$ cat src/rtl/adma_desc_fetch_if.sv
// Memory-read and descriptor-handoff signals of the ADMA descriptor fetcher.
// master = the fetcher, slave = memory/engine side (or a testbench standing in for it).
interface adma_desc_fetch_if;
  logic        mem_req;
  logic [63:0] mem_addr;
  logic [31:0] mem_rdata;
  logic        mem_ack;
  logic        mem_err;
  logic        desc_valid;
  logic        desc_ready;
  logic [63:0] desc_addr;
  logic [16:0] desc_len;
  logic        desc_int;
  logic        desc_end;

  modport master (
    output mem_req, mem_addr,
    input  mem_rdata, mem_ack, mem_err,
    output desc_valid, desc_addr, desc_len, desc_int, desc_end,
    input  desc_ready
  );

  modport slave (
    input  mem_req, mem_addr,
    output mem_rdata, mem_ack, mem_err,
    input  desc_valid, desc_addr, desc_len, desc_int, desc_end,
    output desc_ready
  );
endinterface

$ cat src/rtl/adma_desc_fetch.sv
// ADMA descriptor-chain walker: fetches descriptors word by word, follows Links, skips Nops
// and presents Tran descriptors. Define ADMA_ADDR64_EN for 3-word descriptors with 64-bit addresses.
module adma_desc_fetch #(
  parameter int unsigned LINK_LIMIT = 16
) (
  input  logic                     clk,
  input  logic                     rst_n,
  input  logic                     start,
  input  logic                     stop,
  input  logic [63:0]              Initial_ADMA_System_Address,
  adma_desc_fetch_if.master        bus,
  output logic                     busy,
  output logic                     fetch_done,
  output logic                     fetch_error,
  output logic [63:0]              cur_desc_addr
);

`ifdef ADMA_ADDR64_EN
  localparam logic [1:0]  LAST_WORD = 2'd2;
  localparam logic [63:0] STRIDE    = 64'd12;
  localparam logic [63:0] ADDR_MASK = 64'hFFFF_FFFF_FFFF_FFFF;
`else
  localparam logic [1:0]  LAST_WORD = 2'd1;
  localparam logic [63:0] STRIDE    = 64'd8;
  localparam logic [63:0] ADDR_MASK = 64'h0000_0000_FFFF_FFFF;
`endif
  localparam int unsigned    LW       = $clog2(LINK_LIMIT + 1);
  localparam logic [LW-1:0]  LINK_MAX = LW'(LINK_LIMIT);

  typedef enum logic [2:0] {
    S_IDLE, S_FETCH, S_DECODE, S_PRESENT, S_DONE, S_ERROR
  } state_e;

  state_e        state_q, state_d;
  logic [63:0]   cur_q, cur_d;
  logic [1:0]    widx_q, widx_d;
  logic [LW-1:0] link_q, link_d, link_inc;
  logic [31:0]   word0_q, word0_d, word1_q, word1_d;
`ifdef ADMA_ADDR64_EN
  logic [31:0]   word2_q, word2_d;
`endif
  logic          mem_req_q, mem_req_d;
  logic [63:0]   mem_addr_q, mem_addr_d;
  logic          desc_valid_q, desc_valid_d;
  logic [63:0]   desc_addr_q, desc_addr_d;
  logic [16:0]   desc_len_q, desc_len_d;
  logic          desc_int_q, desc_int_d, desc_end_q, desc_end_d;
  logic          busy_q, busy_d, fetch_done_q, fetch_done_d, fetch_error_q, fetch_error_d;

  logic          d_valid, d_end, d_int;
  logic [1:0]    d_act;
  logic [15:0]   d_len;
  logic [63:0]   d_tgt, next_desc;
  logic          unused_word0_bits;

  // In 32-bit mode every address is confined to the low 4 GiB.
  function automatic logic [63:0] fix_addr(input logic [63:0] a);
    return a & ADDR_MASK;
  endfunction

  assign d_valid  = word0_q[0];
  assign d_end    = word0_q[1];
  assign d_int    = word0_q[2];
  assign d_act    = word0_q[5:4];
  assign d_len    = word0_q[31:16];
`ifdef ADMA_ADDR64_EN
  assign d_tgt    = fix_addr({word2_q, word1_q});
`else
  assign d_tgt    = fix_addr({32'h0, word1_q});
`endif
  assign next_desc = fix_addr(cur_q + STRIDE);
  assign link_inc  = link_q + LW'(1);
  assign unused_word0_bits = ^{word0_q[15:6], word0_q[3]};

  always_comb begin
    // NOTE: every signal gets a default before the case so no path leaves it unassigned (no latches).
    state_d      = state_q;
    cur_d        = cur_q;
    widx_d       = widx_q;
    link_d       = link_q;
    word0_d      = word0_q;
    word1_d      = word1_q;
`ifdef ADMA_ADDR64_EN
    word2_d      = word2_q;
`endif
    mem_req_d    = mem_req_q;
    mem_addr_d   = mem_addr_q;
    desc_valid_d = desc_valid_q;
    desc_addr_d  = desc_addr_q;
    desc_len_d   = desc_len_q;
    desc_int_d   = desc_int_q;
    desc_end_d   = desc_end_q;

    unique case (state_q)
      S_IDLE: begin
        if (start && !stop) begin
          cur_d      = fix_addr(Initial_ADMA_System_Address);
          widx_d     = 2'd0;
          link_d     = '0;
          mem_req_d  = 1'b1;
          mem_addr_d = fix_addr(Initial_ADMA_System_Address);
          state_d    = S_FETCH;
        end
      end

      S_FETCH: begin
        if (!mem_req_q) begin
          mem_req_d  = 1'b1;
          mem_addr_d = fix_addr(cur_q + {60'h0, widx_q, 2'b00});
        end else if (bus.mem_ack) begin
          mem_req_d = 1'b0;
          if (bus.mem_err) begin
            state_d = S_ERROR;
          end else begin
            if (widx_q == 2'd0) word0_d = bus.mem_rdata;
            if (widx_q == 2'd1) word1_d = bus.mem_rdata;
`ifdef ADMA_ADDR64_EN
            if (widx_q == 2'd2) word2_d = bus.mem_rdata;
`endif
            if (widx_q == LAST_WORD) begin
              widx_d  = 2'd0;
              state_d = S_DECODE;
            end else begin
              widx_d  = widx_q + 2'd1;
            end
          end
        end
      end

      S_DECODE: begin
        if (!d_valid) begin
          state_d = S_ERROR;
        end else if (d_act == 2'b10) begin
          desc_addr_d  = d_tgt;
          desc_len_d   = (d_len == 16'h0) ? 17'h1_0000 : {1'b0, d_len};
          desc_int_d   = d_int;
          desc_end_d   = d_end;
          desc_valid_d = 1'b1;
          state_d      = S_PRESENT;
        end else if (d_act == 2'b11) begin
          cur_d  = d_tgt;
          link_d = link_inc;
          if (link_inc >= LINK_MAX) begin
            state_d = S_ERROR;
          end else if (d_end) begin
            state_d = S_DONE;
          end else begin
            mem_req_d  = 1'b1;
            mem_addr_d = d_tgt;
            state_d    = S_FETCH;
          end
        end else if (d_end) begin
          state_d = S_DONE;
        end else begin
          cur_d      = next_desc;
          mem_req_d  = 1'b1;
          mem_addr_d = next_desc;
          state_d    = S_FETCH;
        end
      end

      S_PRESENT: begin
        if (bus.desc_ready) begin
          desc_valid_d = 1'b0;
          link_d       = '0;
          if (desc_end_q) begin
            state_d = S_DONE;
          end else begin
            cur_d      = next_desc;
            mem_req_d  = 1'b1;
            mem_addr_d = next_desc;
            state_d    = S_FETCH;
          end
        end
      end

      default: state_d = S_IDLE;  // DONE, ERROR: one pulse cycle, then back to IDLE
    endcase

    // Abort wins over whatever the state logic decided, and suppresses the done/error pulse.
    if (stop) begin
      state_d      = S_IDLE;
      mem_req_d    = 1'b0;
      desc_valid_d = 1'b0;
    end

    fetch_done_d  = (state_d == S_DONE);
    fetch_error_d = (state_d == S_ERROR);
    busy_d        = (state_d != S_IDLE);
  end

  // NOTE: sequential state uses non-blocking assignments so all flops update together at the edge.
  always_ff @(posedge clk or negedge rst_n) begin
    if (!rst_n) begin
      state_q       <= S_IDLE;
      cur_q         <= '0;
      widx_q        <= '0;
      link_q        <= '0;
      word0_q       <= '0;
      word1_q       <= '0;
`ifdef ADMA_ADDR64_EN
      word2_q       <= '0;
`endif
      mem_req_q     <= 1'b0;
      mem_addr_q    <= '0;
      desc_valid_q  <= 1'b0;
      desc_addr_q   <= '0;
      desc_len_q    <= '0;
      desc_int_q    <= 1'b0;
      desc_end_q    <= 1'b0;
      busy_q        <= 1'b0;
      fetch_done_q  <= 1'b0;
      fetch_error_q <= 1'b0;
    end else begin
      state_q       <= state_d;
      cur_q         <= cur_d;
      widx_q        <= widx_d;
      link_q        <= link_d;
      word0_q       <= word0_d;
      word1_q       <= word1_d;
`ifdef ADMA_ADDR64_EN
      word2_q       <= word2_d;
`endif
      mem_req_q     <= mem_req_d;
      mem_addr_q    <= mem_addr_d;
      desc_valid_q  <= desc_valid_d;
      desc_addr_q   <= desc_addr_d;
      desc_len_q    <= desc_len_d;
      desc_int_q    <= desc_int_d;
      desc_end_q    <= desc_end_d;
      busy_q        <= busy_d;
      fetch_done_q  <= fetch_done_d;
      fetch_error_q <= fetch_error_d;
    end
  end

  assign bus.mem_req    = mem_req_q;
  assign bus.mem_addr   = mem_addr_q;
  assign bus.desc_valid = desc_valid_q;
  assign bus.desc_addr  = desc_addr_q;
  assign bus.desc_len   = desc_len_q;
  assign bus.desc_int   = desc_int_q;
  assign bus.desc_end   = desc_end_q;
  assign busy           = busy_q;
  assign fetch_done     = fetch_done_q;
  assign fetch_error    = fetch_error_q;
  assign cur_desc_addr  = cur_q;

endmodule

$ cat src/flat_wrapper.sv
// flat-port wrapper written by rule: the top's interface ports become plain ports
module adma_desc_fetch_flat 
#(
  parameter int unsigned LINK_LIMIT = 16
)
  (clk, rst_n, start, stop, Initial_ADMA_System_Address, busy, fetch_done, fetch_error, cur_desc_addr, bus_mem_req, bus_mem_addr, bus_mem_rdata, bus_mem_ack, bus_mem_err, bus_desc_valid, bus_desc_addr, bus_desc_len, bus_desc_int, bus_desc_end, bus_desc_ready);
  adma_desc_fetch_if bus_i ();
  input  logic clk;
  input  logic rst_n;
  input  logic start;
  input  logic stop;
  input  logic [63:0] Initial_ADMA_System_Address;
  output logic busy;
  output logic fetch_done;
  output logic fetch_error;
  output logic [63:0] cur_desc_addr;
  output wire logic [$bits(bus_i.mem_req)-1:0] bus_mem_req;
  output wire logic [$bits(bus_i.mem_addr)-1:0] bus_mem_addr;
  input wire logic [$bits(bus_i.mem_rdata)-1:0] bus_mem_rdata;
  input wire logic [$bits(bus_i.mem_ack)-1:0] bus_mem_ack;
  input wire logic [$bits(bus_i.mem_err)-1:0] bus_mem_err;
  output wire logic [$bits(bus_i.desc_valid)-1:0] bus_desc_valid;
  output wire logic [$bits(bus_i.desc_addr)-1:0] bus_desc_addr;
  output wire logic [$bits(bus_i.desc_len)-1:0] bus_desc_len;
  output wire logic [$bits(bus_i.desc_int)-1:0] bus_desc_int;
  output wire logic [$bits(bus_i.desc_end)-1:0] bus_desc_end;
  input wire logic [$bits(bus_i.desc_ready)-1:0] bus_desc_ready;
  assign bus_mem_req = bus_i.mem_req;
  assign bus_mem_addr = bus_i.mem_addr;
  assign bus_i.mem_rdata = bus_mem_rdata;
  assign bus_i.mem_ack = bus_mem_ack;
  assign bus_i.mem_err = bus_mem_err;
  assign bus_desc_valid = bus_i.desc_valid;
  assign bus_desc_addr = bus_i.desc_addr;
  assign bus_desc_len = bus_i.desc_len;
  assign bus_desc_int = bus_i.desc_int;
  assign bus_desc_end = bus_i.desc_end;
  assign bus_i.desc_ready = bus_desc_ready;
  adma_desc_fetch #(.LINK_LIMIT(LINK_LIMIT)) u_core (.clk(clk), .rst_n(rst_n), .start(start), .stop(stop), .Initial_ADMA_System_Address(Initial_ADMA_System_Address), .bus(bus_i), .busy(busy), .fetch_done(fetch_done), .fetch_error(fetch_error), .cur_desc_addr(cur_desc_addr));
endmodule
$ cat config.mk
export PLATFORM = sky130hd
export DESIGN_NAME = adma_desc_fetch_flat
export DESIGN_NICKNAME = d
export VERILOG_FILES = /design/src/rtl/adma_desc_fetch_if.sv /design/src/rtl/adma_desc_fetch.sv /design/src/flat_wrapper.sv
export SDC_FILE = /design/constraint.sdc
export NUM_CORES = 1
export LEC_CHECK = 0
export ABC_CLOCK_PERIOD_IN_PS = 2800
export CORE_MARGIN = 8
export CORE_UTILIZATION = 47
export CTS_CLUSTER_DIAMETER = 50
export CTS_CLUSTER_SIZE = 28
export DETAILED_ROUTE_END_ITERATION = 8
export PLACE_DENSITY = 0.81
export SYNTH_ARGS = -nofsm -noshare
export SYNTH_HDL_FRONTEND = slang
export SYNTH_SLANG_ARGS = --single-unit
$ cat constraint.sdc
create_clock -name clk -period 2.8 [get_ports clk]
set_input_delay 0.28 -clock clk [delete_from_list [all_inputs] [get_ports clk]]
set_output_delay 0.28 -clock clk [all_outputs]
set_load 0.02 [all_outputs]
==> results of run 1 <==
==> placed cells by master, fill, tap and decap left out, types with 5 or more instances in the layout <==
master	n
xnor2_1	25
nor3_1	18
a311oi_1	10
inv_1	6
nor4_1	15
o21ai_0	70
buf_4	50
a21oi_1	47
and2_1	5
o22ai_1	5
dfrtp_1	183
and3_1	5
nor2b_1	6
a211oi_1	12
and4_1	6
nand3_1	20
a221oi_1	6
xor2_1	16
clkbuf_16	17
conb_1	96
clkdlybuf4s50_1	189
a22o_1	14
nand2_1	214
mux2_2	54
a31oi_1	18
nand2b_1	9
nand4_1	16
nor2_1	63
or3_1	9
o31ai_1	7
==> area by class of cell <==
cell class                 instances  area [µm²]  share of cell area (%)
inverter                           6       22.52                  0.1775
timing repair buffer             245        2369                   18.67
clock buffer                      17       425.4                   3.353
clock inverter                    15       232.7                   1.835
tap                              275       344.1                   2.712
sequential                       183        4579                   36.10
multi-input combinational        829        4713                   37.15
==> how the worst min path moves through the flow <==
stage,start,to,slack (ns),cells after the start
detailed placement,rst_n,u_core.bus.desc_addr[16],0.34,1
floorplan,rst_n,u_core.bus.desc_addr[0],-0.02,0
finish,rst_n,u_core.bus.desc_addr[19],0.40,2
global route,Initial_ADMA_System_Address[13],u_core.cur_desc_addr[13],0.42,3
CTS,Initial_ADMA_System_Address[31],u_core.cur_desc_addr[31],0.41,3
global placement,rst_n,u_core.bus.desc_addr[16],0.34,1
==> critical path: stages (launching register included) <==
cell	delay, ns
dfrtp_1	0.51
ha_1	0.28
nand3_1	0.13
or3_1	0.44
or4_1	0.49
a31o_1	0.24
a2bb2o_1	0.25
o21ai_1	0.12
==> metal layers <==
metal	wire [µm]	track usage, %	vias up
met2	14800	37.87	464
met3	3146	7.126	68
met1	13420	31.57	4260
li1	-	-	4005
met5	0	0	-
met4	889	8.039	0
==> cells by family after synthesis <==
family	synth area share, %
AO/OA/AOI/OAI	14.57
XOR/XNOR	3.602
adder cells (fa/ha/maj)	0.7028
buffers and inverters	10.58
flip-flops	45.93
multiplexers	6.501
other	0.03761
AND/OR/NAND/NOR	18.07
==> power groups by stage <==
stage	Combinational (mW)	Clock, mW	Sequential (mW)
6_report	1.91	2.65	3.26
5_1_grt	2.05	2.78	3.31
4_1_cts	1.91	2.68	3.25
3_5_place_dp	1.89	0	3.30
3_3_place_gp	1.87	0	3.29
2_1_floorplan	0.951	0	3.41
==> registers in the layout (all words and copies together) (netlist names), 2 cells and up <==
register              flops
u_core.bus.desc_addr     32
u_core.bus.mem_addr      32
u_core.cur_desc_addr     32
u_core.word1_q           32
u_core.word0_q           21
u_core.bus.desc_len      17
u_core.link_q             5
u_core.state_q            3
u_core.widx_q             2
==> per-stage QoR <==
stage	area (µm²)	power, mW
floorplan	10330	4.365
global placement	12020	5.153
detailed placement	12020	5.197
CTS	12690	7.839
global route	12690	8.138
finish	12690	7.826
==> timing repair <==
action,in CTS,in global routing
hold buffers,1,0
resized for setup,0,0
endpoints found under the hold margin,70,0
==> results.json, run 1 <==
{
  "power_frac_seq_pct": 41.7,
  "diodes": 0,
  "fin_crit_sh_pct": 90.54,
  "rrSetupSlack_ns": 0.26,
  "fp.dieH_um": 161.6,
  "p_leak_nw": 5.659,
  "rr_worst_depth": 7,
  "fin_crit_ns": 2.535,
  "place_inst": 1537,
  "clock.fmax_ghz": 0.3944,
  "start_util_pct": 47.58,
  "fill_cells": 1775,
  "setup_slack_ns": 0.2648,
  "synth_edf_count": 0,
  "netlist-cell-type-count": 60,
  "yosysMostFrequentCell": "nand2_1",
  "routedWlPerCell_um": 20.55,
  "synthTopCellsByCount": "nand2_1, dfrtp_1, buf_4, o21ai_0, nor2_1",
  "synthesis.area_um2": 9970,
  "synth_seq_area_share_pct": 45.93,
  "required_ns": 3.17,
  "slew_headroom_pct": 52.40,
  "slew_viol_final": 0,
  "timing.rr.start": "u_core.cur_desc_addr[4]",
  "drtIter0Drc": 805,
  "io_buffer_count": 190,
  "dieArea_um2": 26130,
  "yosys_warnings": 0,
  "cts.clk_slew.worst_paths_ns": 0.08,
  "grt_pass1_wl_um": 49760,
  "worst-setup-path-type": "reg2reg",
  "numCtsBuffers": 17,
  "end_kind": "register",
  "skew_ns": 0.01159,
  "gp_congestion": 0.9561,
  "whs_ns": 0.3999,
  "ys_ff_latch": 183,
  "p_comb_share_pct": 24.4,
  "grt_max_degree": 73,
  "synth_ff_type": "dfrtp_1",
  "post_cts.repair.setup_buffers": 0,
  "drcViolationCount": 0,
  "ant_nets": 0,
  "htreeDepth": 4,
  "syn2layout_area_growth_pct": 27.25,
  "syn_inst": 1095,
  "dp_slack_ns": 0.3392,
  "reg2reg_to": "u_core.bus.mem_addr[27]",
  "rsz0062_at_grt": "false",
  "io_pins": 319,
  "drive_gt1_share_pct": 11.58,
  "synth-async-reset-ratio_pct": 100.0,
  "cts_num_sinks": 183,
  "antenna_found_initial": 0,
  "wl_um": 32260,
  "worstSetupStartpoint": "u_core.cur_desc_addr[4]",
  "fin_tns_setup_ns": 0,
  "vias": 8797,
  "cts.root.buffer_cell": "clkbuf_16",
  "fin_nets": 1390,
  "p_per_area_nw_per_um2": 616.9,
  "synth_area_leader_cell": "dfrtp_1",
  "core-area_um2": 20960,
  "first_pass_iters": 6,
  "num_rows": 53,
  "crit_path_end": "u_core.bus.mem_addr[27]",
  "cts_tree": "built",
  "fin_cells": 1570,
  "clock_latency_ns": 0.45,
  "track_usage_pct": 24.19,
  "power.switching_mw": 2.615,
  "clockBufferDepth": 2,
  "cp.arrival_ns": 2.90,
  "p_clk_share_pct": 33.9,
  "critPathMaxFanout": 9,
  "p_int_mw": 5.211,
  "viasPerCell": 5.603,
  "hpwl_um": 23900,
  "outcome": "finished clean",
  "synth_area_leaders": "dfrtp_1, nand2_1, buf_4, mux2_2, o21ai_0",
  "cap_viol_max_count": 0,
  "overflow": 0,
  "post-route-util_pct": 60.54,
  "netSwitchingFraction_pct": 33.41,
  "synth_top_area_share_pct": 45.93,
  "grt_pass1_vias": 8707,
  "syn_area_per_cell_um2": 9.105,
  "setup_violations": 0,
  "chipWidth_um": 161.6,
  "tightest_slew_ns": 0.7139,
  "cp-start-kind": "register",
  "hold_violations": 0,
  "ir_worst_vdd_uv": 498.0,
  "min_path_type": "in2async"
}
Note: power is estimated with default switching activity, not from simulation.
==> inputs of run 2 (changes only) <==
Settings changed: CAP_MARGIN set to 10, PLACE_DENSITY 0.81 to 0.9.
==> results.json, run 2 (synthesized netlist as in run 1, its figures left out) <==
{
  "rrSetupSlack_ns": 0.26,
  "post_cts.repair.setup_buffers": 0,
  "clock.fmax_ghz": 0.3931,
  "chipWidth_um": 161.6,
  "rr_worst_depth": 7,
  "worst-setup-path-type": "reg2reg",
  "cts-hold-fix-buffers": 1,
  "routedWlPerCell_um": 20.78,
  "cp.arrival_ns": 2.91,
  "required_ns": 3.17,
  "hpwl_um": 24000,
  "end_kind": "register",
  "power_frac_seq_pct": 43.2,
  "ir_worst_vdd_uv": 467.4,
  "crit_chain": "ha_1, nand3_1, or3_1, or4_1, a31o_1, a2bb2o_1, o21ai_1",
  "max_stage_delay_ns": 0.52,
  "core-area_um2": 20960,
  "dieArea_um2": 26130,
  "ant_nets": 0,
  "wl_um": 32600,
  "cts_tree": "built",
  "gp_congestion": 0.9558,
  "fp.dieH_um": 161.6,
  "fin_tns_setup_ns": 0,
  "dp_slack_ns": 0.3190,
  "p_comb_share_pct": 25.6,
  "power.switching_mw": 2.534,
  "hold_depth": 3,
  "tightest_slew_ns": 0.7359,
  "setup_slack_ns": 0.2563,
  "fin_nets": 1388,
  "cts_num_sinks": 183,
  "num_rows": 53,
  "critPathMaxFanout": 9,
  "track_usage_pct": 24.61,
  "drtIter0Drc": 1046,
  "cp-start-kind": "register",
  "grt_max_degree": 77,
  "overflow": 0,
  "numCtsBuffers": 17,
  "skew_ns": 0.01028,
  "io_pins": 319,
  "setup_violations": 0,
  "htreeDepth": 4,
  "slew_headroom_pct": 50.94,
  "cap_viol_max_count": 0,
  "start_util_pct": 47.58,
  "first_pass_iters": 6,
  "p_int_mw": 5.001,
  "min_path_type": "in2reg",
  "path_buf_inv": 0,
  "final_cell_mix": "nand2_1, clkdlybuf4s50_1, dfrtp_1, conb_1, o21ai_0",
  "p_leak_nw": 5.607,
  "vias": 8942,
  "cts.root.buffer_cell": "clkbuf_16",
  "io_buffer_count": 190,
  "clockBufferDepth": 2,
  "post_cts_resized": 0,
  "cp_slowest_cell": "dfrtp_1",
  "fin_crit_sh_pct": 90.84,
  "cts.clk_slew.worst_paths_ns": 0.07,
  "grt_pass1_vias": 8817,
  "grt_pass1_wl_um": 50600,
  "critPathTopFamily": "simple AND/OR/NAND/NOR gates",
  "drcViolationCount": 0,
  "clock_latency_ns": 0.44,
  "final_common_cell": "nand2_1",
  "worst-path-stages": 7,
  "outcome": "finished clean",
  "netSwitchingFraction_pct": 33.63,
  "fill_cells": 1767,
  "p_clk_share_pct": 31.2,
  "antenna_found_initial": 1,
  "fin_crit_ns": 2.544,
  "syn2layout_area_growth_pct": 26.14,
  "slew_viol_final": 0,
  "hold_violations": 0,
  "viasPerCell": 5.699,
  "rsz0062_at_grt": "false",
  "drive_gt1_share_pct": 11.14,
  "p_per_area_nw_per_um2": 599.2
}
[run 2: cell count changes in the layout (fill, tap and decap cells not counted), sizes merged]
| cell | before | now |
|---|---|---|
| buf | 55 | 53 |
| bufinv | 3 | 1 |
| clkbuf | 17 | 21 |
| clkinv | 5 | 2 |
| diode | 0 | 1 |
| inv | 11 | 12 |
[run 2: metal layers]
| layer | global-route usage [%] | wire length (µm) | vias up |
|---|---|---|---|
| li1 | - | - | 3998 |
| met1 | 31.47 | 13040 | 4308 |
| met2 | 38.88 | 14910 | 563 |
| met3 | 7.457 | 3744 | 71 |
| met4 | 8.796 | 897 | 2 |
| met5 | 0 | 13 | - |
[run 2: final timing paths]
path	end	startpoint
max	u_core.bus.mem_addr[27]	u_core.cur_desc_addr[4]
min	u_core.cur_desc_addr[31]	Initial_ADMA_System_Address[31]
max reg2reg	u_core.bus.mem_addr[27]	u_core.cur_desc_addr[4]
min reg2reg	u_core.bus.desc_addr[16]	u_core.bus.desc_addr[16]
max in group asynchronous	u_core.word0_q[23]	rst_n
min in group asynchronous	u_core.bus.desc_addr[14]	rst_n
[run 2: layout make-up]
class | instances | area, µm² | area share, %
multi-input combinational | 829 | 4708 | 37.44
sequential | 183 | 4579 | 36.41
timing repair buffer | 243 | 2366 | 18.81
clock buffer | 21 | 440.4 | 3.502
tap | 275 | 344.1 | 2.736
clock inverter | 11 | 112.6 | 0.8954
inverter | 6 | 22.52 | 0.1791
antenna | 1 | 2.502 | 0.01990
[run 2: power by group through the flow]
stage | sequential, mW | clock [mW] | combinational (mW)
floorplan | 3.41 | 0 | 0.951
global placement | 3.28 | 0 | 1.88
detailed placement | 3.29 | 0 | 1.91
CTS | 3.25 | 2.37 | 1.93
global route | 3.29 | 2.48 | 2.08
finish | 3.26 | 2.35 | 1.93
[run 2: worst reg2reg max path: stages, from the launching register on]
cell,delay [ns]
dfrtp_1,0.52
ha_1,0.28
nand3_1,0.12
or3_1,0.42
or4_1,0.49
a31o_1,0.24
a2bb2o_1,0.28
o21ai_1,0.12
[run 2: stage by stage]
stage | total power, mW | hold slack (ns) | utilization, % | instances | area (µm²)
global route | 7.849 | 0.4626 | 60.00 | 1568 | 12570
global placement | 5.152 | 0.3589 | 57.31 | 1535 | 12010
detailed placement | 5.204 | 0.3693 | 57.31 | 1535 | 12010
CTS | 7.545 | 0.4343 | 60.00 | 1568 | 12570
floorplan | 4.365 | -0.01559 | - | 1190 | 10330
finish | 7.535 | 0.4473 | 60.01 | 1569 | 12580
